--- src/rtl/instruction_rom_ctrl.sv ---
// Fetch-stage instruction memory: registered read, stall hold, safe default for unloaded/out-of-range words.
// Build macro ROM_LOAD_EN enables the load port and clear sweep; otherwise the array is a fixed boot image.
module instruction_rom_ctrl #(
    parameter int DATA_WIDTH = 28,
    parameter int ADDR_WIDTH = 16,
    parameter int DEPTH      = 64,
    parameter logic [DATA_WIDTH-1:0] DEFAULT_WORD = DATA_WIDTH'({4'd1, 24'b10101010})
) (
    input  logic                  Clock,
    input  logic                  Reset,
    input  logic [ADDR_WIDTH-1:0] iAddress,
    input  logic                  iReadEnable,
    input  logic                  iStall,
    output logic [DATA_WIDTH-1:0] oInstruction,
    output logic                  oValid,
    input  logic                  iLoadEnable,
    input  logic [ADDR_WIDTH-1:0] iLoadAddress,
    input  logic [DATA_WIDTH-1:0] iLoadData,
    input  logic                  iClear,
    output logic                  oBusy
);
    localparam int IDX_W = (DEPTH > 1) ? $clog2(DEPTH) : 1;
    localparam logic [ADDR_WIDTH:0] DEPTH_A = (ADDR_WIDTH+1)'(DEPTH);

    logic                  rd_in_range;
    logic [DATA_WIDTH-1:0] rd_word;
    logic [DATA_WIDTH-1:0] inst_q, inst_d;
    logic                  vld_q, vld_d;

    assign rd_in_range = {1'b0, iAddress} < DEPTH_A;

`ifdef ROM_LOAD_EN
    typedef enum logic {IDLE, CLEAR} state_t;
    localparam logic [IDX_W-1:0] LAST_IDX = IDX_W'(DEPTH - 1);

    state_t                state_q, state_d;
    logic [IDX_W-1:0]      cnt_q, cnt_d;
    logic [DATA_WIDTH-1:0] mem_q [DEPTH];
    logic [DEPTH-1:0]      written_q;
    logic [IDX_W-1:0]      rd_idx, ld_idx;
    logic                  ld_ok;

    assign rd_idx = iAddress[IDX_W-1:0];
    assign ld_idx = iLoadAddress[IDX_W-1:0];
    assign ld_ok  = iLoadEnable && !Reset && (state_q == IDLE) &&
                    ({1'b0, iLoadAddress} < DEPTH_A);

    always_ff @(posedge Clock) begin
        if (Reset) begin
            state_q <= IDLE;
            cnt_q   <= '0;
        end else begin
            state_q <= state_d;
            cnt_q   <= cnt_d;
        end
    end

    always_comb begin
        state_d = state_q;
        cnt_d   = cnt_q;
        case (state_q)
            IDLE: begin
                if (iClear) begin
                    state_d = CLEAR;
                    cnt_d   = '0;
                end
            end
            CLEAR: begin
                cnt_d = cnt_q + 1'b1;
                if (cnt_q == LAST_IDX) state_d = IDLE;
            end
            default: state_d = IDLE;
        endcase
    end

    always_ff @(posedge Clock) begin
        if (ld_ok) mem_q[ld_idx] <= iLoadData;
    end

    // Reset leaves the image alone: a sweep cut short keeps its uncleared entries.
    always_ff @(posedge Clock) begin
        if (!Reset) begin
            if (state_q == CLEAR) written_q[cnt_q] <= 1'b0;
            else if (ld_ok)       written_q[ld_idx] <= 1'b1;
        end
    end

    assign rd_word = (rd_in_range && (state_q == IDLE) && written_q[rd_idx]) ?
                     mem_q[rd_idx] : DEFAULT_WORD;
    assign oBusy   = (state_q == CLEAR);
`else
    localparam logic [3:0] OP_NOP = 4'd0;
    localparam logic [3:0] OP_STO = 4'd4;
    localparam logic [3:0] OP_ADD = 4'd5;
    localparam logic [3:0] OP_SUB = 4'd6;
    localparam logic [DATA_WIDTH-1:0] BOOT [8] = '{
        DATA_WIDTH'({OP_NOP, 24'd0}),
        DATA_WIDTH'({OP_STO, 8'd1, 16'd16}),
        DATA_WIDTH'({OP_STO, 8'd2, 16'd113}),
        DATA_WIDTH'({OP_ADD, 8'd3, 8'd1, 8'd2}),
        DATA_WIDTH'({OP_SUB, 8'd4, 8'd2, 8'd1}),
        DEFAULT_WORD, DEFAULT_WORD, DEFAULT_WORD
    };

    logic unused_load;
    assign unused_load = ^{iLoadEnable, iLoadAddress, iLoadData, iClear};

    assign rd_word = (rd_in_range && (iAddress < ADDR_WIDTH'(8))) ?
                     BOOT[iAddress[2:0]] : DEFAULT_WORD;
    assign oBusy   = 1'b0;
`endif

    always_comb begin
        inst_d = inst_q;
        vld_d  = vld_q;
        if (!iStall) begin
            vld_d = iReadEnable;
            if (iReadEnable) inst_d = rd_word;
        end
    end

    always_ff @(posedge Clock) begin
        if (Reset) begin
            inst_q <= DEFAULT_WORD;
            vld_q  <= 1'b0;
        end else begin
            inst_q <= inst_d;
            vld_q  <= vld_d;
        end
    end

    assign oInstruction = inst_q;
    assign oValid       = vld_q;
endmodule

--- config.mk ---
export PLATFORM = sky130hd
export DESIGN_NAME = instruction_rom_ctrl
export DESIGN_NICKNAME = d
export VERILOG_FILES = /design/src/rtl/instruction_rom_ctrl.sv
export SDC_FILE = /design/constraint.sdc
export NUM_CORES = 1
export LEC_CHECK = 0
export ABC_CLOCK_PERIOD_IN_PS = 1300
export CORE_MARGIN = 2
export CORE_UTILIZATION = 23
export DETAILED_ROUTE_END_ITERATION = 6
export PLACE_DENSITY = 0.81
export SLEW_MARGIN = 15
export SYNTH_ARGS = -nofsm -noshare
export SYNTH_HDL_FRONTEND = slang
export SYNTH_SLANG_ARGS = --single-unit
--- constraint.sdc ---
create_clock -name Clock -period 1.3 [get_ports Clock]
set_input_delay 0.26 -clock Clock [delete_from_list [all_inputs] [get_ports Clock]]
set_output_delay 0.26 -clock Clock [all_outputs]
set_load 0.005 [all_outputs]
==> results.json <==
{
  "path_clk_slew_ns": 0.08,
  "grt_max_degree": 16,
  "layout_min_cycle_time_ns": 1.29,
  "seq_area_sq_um": 250,
  "nets": 202,
  "drc": 0,
  "grt_pass1_vias": 745,
  "crit_type": "primary input to register",
  "die_w_microns": 61.0,
  "status": "complete, no violations",
  "antenna_found_initial": 0,
  "ant_nets": 0,
  "end_kind": "register",
  "dp_cells": 169,
  "setup-violations-final": 0,
  "fmax_mhz": 775,
  "synth-async-reset-ratio": 0,
  "start_util": 0.243,
  "cts.sink_count": 12,
  "synthesis.area_sq_um": 747,
  "netlist_instances": 84,
  "p_leak_nw": 0.565,
  "antenna_cells": 0,
  "ys_ff_latch": 12,
  "wirelength_mm": 1.97,
  "htree_levels": 1,
  "worstPathArrival_ns": 1.49,
  "hold_viol_final": 0,
  "startpoint_type": "primary input",
  "dieArea_sq_mm": 0.00372,
  "required_ns": 1.50,
  "track_usage": 0.116,
  "wire_per_inst_microns": 11.3,
  "portBuffers": 35,
  "cts_buffer_depth": 2,
  "die_h_microns": 61.0,
  "fin_area_sq_mm": 0.00124,
  "finalClockSkew_ns": 0,
  "grt_overflow": 0,
  "cts_buffers": 3,
  "routabilityCongestion": 0.827,
  "cts_hold_buffers": 0,
  "synthToLayoutAreaGrowth_pct": 66.2,
  "core_area_sq_mm": 0.00308,
  "drive_gt1_frac": 0.275,
  "cts_tree": "done",
  "synth_edf_count": 0,
  "root_buffer": "clkbuf_4",
  "crit_fanout": 5,
  "power_density_mw_per_mm2": 663,
  "fill_cells": 334,
  "dp_hpwl_mm": 1.58,
  "multiInputGateArea_sq_um": 442,
  "stdcell_count": 175,
  "post_synth.cell_area_avg_sq_um": 8.89,
  "slew_violations": 0,
  "clk_latency_ns": 0.28,
  "post_dp_cell_area_sq_mm": 0.00116,
  "fp-row-count": 20,
  "cap_viol_max_count": 0,
  "synth_flop_cell": "dfxtp_1",
  "vias": 746,
  "layout_worst_path_cycle_share": 0.992,
  "drtPass1Iterations": 2,
  "viasPerCell": 4.26,
  "peakVddDrop_uv": 527,
  "yosysSeqAreaShare": 0.322,
  "ios": 96,
  "ys_warn_count": 0,
  "grt_pass1_wl_mm": 3.11,
  "hold_path_class": "primary input to register",
  "drt_iter0_drc": 6,
  "netlist-cell-type-count": 28
}
[metrics by stage]
| stage | setup slack [ns] | util | power (mW) | TNS [ns] | hold WS (ns) |
|---|---|---|---|---|---|
| floorplan | 0.0256 | - | 0.459 | 0 | 0.407 |
| global placement | -0.393 | 0.377 | 0.529 | -4.00 | 0.461 |
| detailed placement | -0.459 | 0.377 | 0.536 | -4.66 | 0.463 |
| CTS | 0.0114 | 0.391 | 0.830 | 0 | 0.410 |
| global route | -0.0276 | 0.403 | 0.869 | -0.0276 | 0.442 |
| finish | 0.0104 | 0.403 | 0.822 | 0 | 0.412 |
[power by group]
part / leakage, nW / internal (mW) / switching [mW]
sequential: 0.0989 / 0.369 / 0.000734
combinational: 0.445 / 0.0819 / 0.0664
clock: 0.0210 / 0.170 / 0.134
total: 0.565 / 0.621 / 0.201
[layout make-up]
class | instances | share of cell area
well taps | 44 | 0.0444
clock buffers | 4 | 0.0292
multi-input cells | 61 | 0.356
inverters | 2 | 0.00605
repair buffers | 52 | 0.363
flip-flops and latches | 12 | 0.202
[sequential cells by signal, summed over array words and instances, names as in the netlist]
signal / flops
oInstruction: 11
oValid: 1
[worst paths after layout]
check             depth (start not counted)  slack [ns]                            end                     startpoint
setup / recovery                          5        0.01  oInstruction[25]$_SDFFE_PP0P_                    iAddress[6]
hold / removal                            3        0.41            oValid$_SDFFE_PP0N_                         iStall
setup reg to reg                          2        0.38  oInstruction[24]$_SDFFE_PP1P_  oInstruction[24]$_SDFFE_PP1P_
hold reg to reg                           2        0.46            oValid$_SDFFE_PP0N_            oValid$_SDFFE_PP0N_
[Yosys cell counts, types with 2 or more instances]
master    instances  area (sq um)
or4_1             2          15.0
nand2_1           3          11.3
nand2b_1          4          25.0
ha_1              4          50.1
buf_2             2          10.0
dfxtp_1          12           240
nor4_1            2          12.5
o31ai_1           5          37.5
nor2b_1           3          18.8
clkbuf_1          2          7.51
buf_4            18           135
inv_1             2          7.51
o21ai_1           3          15.0
nand3b_1          8          60.1
[what timing repair did]
action | CTS | global route
endpoints found under the setup margin | 27 | 6
resized for setup | 42 | 7
setup buffers | 2 | 0
pin swaps | 12 | 3
endpoints found under the hold margin | 0 | 0
[logic make-up after synthesis]
group                      count (synthesis)  share of synthesized area
DFF                                       12                      0.322
adders and majority gates                  4                     0.0670
and+or+nand+nor                           29                      0.253
AOI/OAI and AO/OA                         14                      0.139
other                                      1                    0.00502
buffers and inverters                     24                      0.214
[worst max-delay path: stages]
cell and delay, ns:
clkdlybuf4s50_1 0.41, nor3_2 0.17, nand4_1 0.21, buf_6 0.21
o31ai_2 0.23
[cells in the final DEF (no fill, tap or decap), drive strengths merged]
cell type / count
dlygate4sd2: 29
buf: 17
conb: 14
dfxtp: 12
nand3b: 8
o31ai: 5
nand2b: 4
ha: 4
clkdlybuf4s50: 4
clkbuf: 4
nor2b: 3
o21ai: 3
nand2: 3
or4: 2
dlymetal6s2s: 2
inv: 2
nor4: 2
nor3: 1
nor2: 1
nand4: 1
or3b: 1
o32a: 1
a211o: 1
o22a: 1
or4b: 1
and2: 1
o21a: 1
a21oi: 1
or3: 1
o41a: 1
[per-layer routing]
metal,wire [microns],part of all wire,track usage,up-vias
met3,166,0.084,0.0490,2
met2,1070,0.54,0.221,35
met4,8,0.0041,0.0280,0
met1,725,0.37,0.114,351
li1,-,-,-,358
met5,0,0,0,-
Note: power is estimated with default switching activity, not from simulation.
